==> src/rtl/shifter_pkg.sv <==
// Shared definitions for the normalizer / barrel-shifter datapath.
// Direction encodings match the barrel shifter's lr control.
package shifter_pkg;

  localparam int WIDTH = 32;
  localparam int SHW   = 5;

  localparam logic DIR_LEFT  = 1'b0;
  localparam logic DIR_RIGHT = 1'b1;

  typedef struct packed {
    logic [WIDTH-1:0] data;
    logic [SHW-1:0]   amt;
    logic             dir;
    logic             zero;
  } norm_result_t;

  function automatic logic [WIDTH-1:0] bit_reverse(input logic [WIDTH-1:0] v);
    logic [WIDTH-1:0] r;
    r = '0;
    for (int i = 0; i < WIDTH; i++) r[i] = v[WIDTH-1-i];
    return r;
  endfunction

endpackage

==> src/rtl/lzc_32.sv <==
// Combinational leading-zero counter: count of zeros above the highest set bit.
// An all-zero input reports cnt_o=0 with zero_o=1.
module lzc_32
  import shifter_pkg::*;
(
  input  logic [WIDTH-1:0] data_i,
  output logic [SHW-1:0]   cnt_o,
  output logic             zero_o
);

  // Scanning upward lets the highest set bit win the priority.
  always_comb begin
    cnt_o = '0;
    for (int i = 0; i < WIDTH; i++) begin
      if (data_i[i]) cnt_o = SHW'(WIDTH - 1 - i);
    end
  end

  assign zero_o = ~|data_i;

endmodule

==> src/rtl/shift_normalizer_32b.sv <==
// Two-stage normalizer: stage A holds the word and counts zeros, stage B shifts
// it and holds the result; valid/ready on both sides with full throughput.
module shift_normalizer_32b
  import shifter_pkg::*;
#(
  parameter int WIDTH = 32,
  parameter int SHW   = 5
) (
  input  logic             clk,
  input  logic             rst_n,
  input  logic             in_valid,
  output logic             in_ready,
  input  logic [WIDTH-1:0] in_data,
  input  logic             dir,
  output logic             out_valid,
  input  logic             out_ready,
  output logic [WIDTH-1:0] out_data,
  output logic [SHW-1:0]   shft_amt,
  output logic             out_dir,
  output logic             zero
);

  logic             a_valid_q, a_valid_d;
  logic [WIDTH-1:0] a_data_q, a_data_d;
  logic             a_dir_q, a_dir_d;
  logic             b_valid_q, b_valid_d;
  norm_result_t     res_q, res_d;

  logic [WIDTH-1:0] lzc_in;
  logic [SHW-1:0]   cnt;
  logic             all_zero;
  logic             b_load;

  // Trailing zeros of a word are the leading zeros of its mirror image.
  assign lzc_in = (a_dir_q == DIR_RIGHT) ? bit_reverse(a_data_q) : a_data_q;

  lzc_32 u_lzc (
    .data_i (lzc_in),
    .cnt_o  (cnt),
    .zero_o (all_zero)
  );

  logic [WIDTH-1:0] lvl [SHW+1];
  assign lvl[0] = a_data_q;

  generate
    for (genvar gi = 0; gi < SHW; gi++) begin : g_shift
      assign lvl[gi+1] = !cnt[gi]                ? lvl[gi] :
                         (a_dir_q == DIR_RIGHT)  ? (lvl[gi] >> (1 << gi)) :
                                                   (lvl[gi] << (1 << gi));
    end
  endgenerate

  assign b_load   = !b_valid_q || out_ready;
  assign in_ready = !a_valid_q || b_load;

  always_comb begin
    a_valid_d = a_valid_q;
    a_data_d  = a_data_q;
    a_dir_d   = a_dir_q;
    b_valid_d = b_valid_q;
    res_d     = res_q;
    if (in_ready) begin
      a_valid_d = in_valid;
      if (in_valid) begin
        a_data_d = in_data;
        a_dir_d  = dir;
      end
    end
    // Result fields only change on a real load so a stalled output stays put.
    if (b_load) begin
      b_valid_d = a_valid_q;
      if (a_valid_q) begin
        res_d.data = lvl[SHW];
        res_d.amt  = cnt;
        res_d.dir  = a_dir_q;
        res_d.zero = all_zero;
      end
    end
  end

  always_ff @(posedge clk or negedge rst_n) begin
    if (!rst_n) begin
      a_valid_q <= 1'b0;
      a_data_q  <= '0;
      a_dir_q   <= DIR_LEFT;
      b_valid_q <= 1'b0;
      res_q     <= '0;
    end else begin
      a_valid_q <= a_valid_d;
      a_data_q  <= a_data_d;
      a_dir_q   <= a_dir_d;
      b_valid_q <= b_valid_d;
      res_q     <= res_d;
    end
  end

  assign out_valid = b_valid_q;
  assign out_data  = res_q.data;
  assign shft_amt  = res_q.amt;
  assign out_dir   = res_q.dir;
  assign zero      = res_q.zero;

endmodule

==> config.mk <==
export PLATFORM = sky130hd
export DESIGN_NAME = shift_normalizer_32b
export DESIGN_NICKNAME = d
export VERILOG_FILES = /design/src/rtl/shifter_pkg.sv /design/src/rtl/lzc_32.sv /design/src/rtl/shift_normalizer_32b.sv
export SDC_FILE = /design/constraint.sdc
export NUM_CORES = 1
export LEC_CHECK = 0
export CORE_UTILIZATION = 47
export DETAILED_ROUTE_END_ITERATION = 12
export DONT_BUFFER_PORTS = 1
export PLACE_DENSITY_LB_ADDON = 0.25
export SETUP_SLACK_MARGIN = 0.4
export SLEW_MARGIN = 0
export SYNTH_ARGS = -nofsm -noshare
export SYNTH_HDL_FRONTEND = slang
export SYNTH_HIERARCHICAL = 1
export SYNTH_SLANG_ARGS = --single-unit
==> constraint.sdc <==
create_clock -name clk -period 5.15 [get_ports clk]
set_clock_uncertainty 0.15 [all_clocks]
set_input_delay 0.7725 -clock clk [delete_from_list [all_inputs] [get_ports clk]]
set_output_delay 0.7725 -clock clk [all_outputs]
set_load 0.03 [all_outputs]
==> run metrics <==
status complete, no violations; Buf+Inv Stages, Crit Path 4; type of the most critical hold path in2async; max-cap viol count 0; XOR/XNOR Fraction of Synth Area 0; Layout area overhead 6.75%; die footprint ~17000 sq um; Worst-path clk slew around 60 ps; syn nets between 1000 and 1500; Worst R2R Start a_dir_q; Net Sw Power between 2 and 2.5 mW; fin. max-slew vios 0; Clk Latency, worst-skew pair about 370 ps; CP max-delay cell dfrtp_4; multi-input logic area approximately 5500 sq um; critical path depth 15; Final Worst Setup Slack between 500 and 600 ps; largest family of logic cells by synthesized area compound AO/OA/AOI/OAI gates; IO Pins about 80; flip-flop and latch area about 1900 sq um; Detailed Route WL 31.7 mm; RSZ-0062 raised after global routing yes; via count roughly 8500; Post-Layout Inst Area approximately 8400 sq um; fillers about 1600; endpoints failing setup 0; synth top area cells dfrtp_1 23%, mux2_2 8.1%, mux2i_1 7.0%; TNS Setup 0 ps; critical-path cell list nand2_1, o21ai_0, nor3_1, o21ai_0, a2111oi_0, buf_4, a221oi_4, buf_12, buf_4, nor2_1, a2111oi_0, buf_4, a2111oi_1, a21oi_1, a31oi_1; Static Leak 3.14 nW; Most used DFF post-synth dfrtp_1; switching part of the total 0.521; PD cells 504 nW/um^2; Ys Warns 6; R2R setup slack just under 600 ps; Worst Path Arrival ~4700 ps; Clock Path Buffers 2; Post-synth EDFFs 0; placed cell count 1169; r2r endpoint out_data[31]; RePlAce Congestion 1.04; I/O Buffers 0; CP required 5280 ps; antenna-violating nets left 0; drt first pass iters 6; internal power roughly 2.0 mW; GRT Overall Usage 0.365; fin cells approximately 1200; H-tree levels 3; worst stage delay on the critical path roughly 640 ps; Seq cells post-synth between 70 and 80; Synth Area in Adders 0; total gr overflow 0; mapped cell area 7900 sq um; fin crit period ~4600 ps; CP Capture Type flip-flop; layout cell share with drive strength beyond 1 0.179; final cycle utilization of the critical path 0.886; largest net degree at the start of global routing between 70 and 80; DP Area about 8000 sq um; syn avg cell area 7.85 sq um; area share of the largest cell type after synthesis 0.234; most frequent CP cell buf_4; most common cell in the netlist nor2_1; nets 999; VDD IR-drop max 247 uV; Flop pwr share 0.286; maximum clock frequency 219 MHz; Slew @ Worst Pin 940 ps; Worst setup SP type flip-flop; Avg WL per Cell ~27 microns; largest fanout on the critical path 41; delay-heaviest family, CP compound AO/OA/AOI/OAI gates; initial cell density of the core 0.480; TritonCTS buffer count 9; final number of hold-violating endpoints 0; Async SR Flop Fraction 1.00; Place WS roughly 540 ps; Seq/Total Area, Yosys 0.234; compound-cell area share of the yosys netlist 0.292; Hold Slack 148 ps; vias per inst between 7 and 8; Syn Inst Count 1006; most instantiated cells after synthesis 121 x nor2_1, 108 x nand2_1, 74 x dfrtp_1; Rows 47; antenna diode instance count 0; chip height 132 microns; Unique masters post-synth 84; mux contribution to synthesized area 0.177; First DRT Iteration DRCs about 1300; hpwl dp 22.8 mm; simple-gate portion of the synthesized area 0.212; DRC viols 0; Die Wd 132 microns; Clk pwr share 0.169; Setup CP Type reg2reg; reg2reg path depth 15; Slew headroom 0.369; clk sink count 74; first-pass GRT wire length around 48 mm; CORE AREA 16500 sq um; Comb power frac 0.545; CTS root buf clkbuf_16; CTS tree done; vias in the first global route 7709; cell taking the most area after synthesis dfrtp_1; initial antenna violation count 0
-- final cells by class --
| type | instances | area share |
|---|---|---|
| Clock inverter | 7 | 0.0117 |
| Tap cell | 220 | 0.0327 |
| Clock buffer | 9 | 0.0267 |
| Multi-Input combinational cell | 812 | 0.648 |
| Timing Repair Buffer | 49 | 0.0534 |
| Inverter | 16 | 0.00712 |
| Sequential cell | 74 | 0.220 |
-- per-stage QoR --
| step | power [mW] | utilization |
|---|---|---|
| after floorplan | 2.78 | - |
| after global placement | 3.41 | 0.488 |
| after detailed placement | 3.40 | 0.488 |
| after CTS | 4.14 | 0.509 |
| after global routing | 4.44 | 0.512 |
| final | 4.25 | 0.512 |
-- cell families after synthesis --
group,count (synthesis)
buffers and inverters,120
AOI/OAI and AO/OA,324
muxes,123
and+or+nand+nor,365
DFF,74
-- sequential cells by signal, summed over array words and instances (netlist names) --
register	cells
shft_amt	5
a_valid_q	1
a_data_q	32
out_dir	1
a_dir_q	1
zero	1
out_data	32
out_valid	1
-- layout by cell type, fill, tap and decap left out, drive strengths merged, types with 5 or more instances in the layout --
master / n
o22ai: 17
buf: 49
a211oi: 27
clkbuf: 9
nand3: 18
mux2: 60
o211ai: 19
a311oi: 15
o21bai: 5
o221ai: 5
mux2i: 56
a31oi: 20
a2111oi: 10
nor4: 14
a221oi: 5
nand2b: 27
nor2: 122
nor3: 43
a32oi: 6
dfrtp: 74
nand2: 109
o21ai: 63
nor2b: 12
o311ai: 6
a31o: 5
inv: 16
o31ai: 13
a21oi: 67
mux4: 7
-- power by group through the flow --
stage	Clock [mW]	Combinational, mW	Sequential, mW
global route	0.752	2.46	1.23
detailed placement	0	2.17	1.23
CTS	0.723	2.19	1.22
floorplan	0	1.70	1.08
global placement	0	2.18	1.23
finish	0.718	2.31	1.22
-- layer usage --
layer,global-route usage,routed length (microns),vias to the layer above
met5,0,0,-
met4,0.172,1570,0
met3,0.0891,3880,122
met2,0.520,13300,679
met1,0.512,13000,3966
li1,-,-,3687
-- what timing repair did --
action,in CTS,in global routing
resized for setup,0,5
hold buffers,1,0
setup buffers,0,1
hold endpoints to repair,74,0
endpoints found under the setup margin,0,24
-- how the worst max path moves through the flow --
| stage | from | to | slack, ps |
|---|---|---|---|
| floorplan | a_dir_q | out_data[10] | 630 |
| detailed placement | a_dir_q | out_data[31] | 540 |
| global placement | a_dir_q | out_data[31] | 480 |
| global route | a_dir_q | out_data[31] | 350 |
| CTS | a_dir_q | out_data[31] | 520 |
| finish | a_dir_q | out_data[31] | 590 |
(Power assumes the default switching activity.)
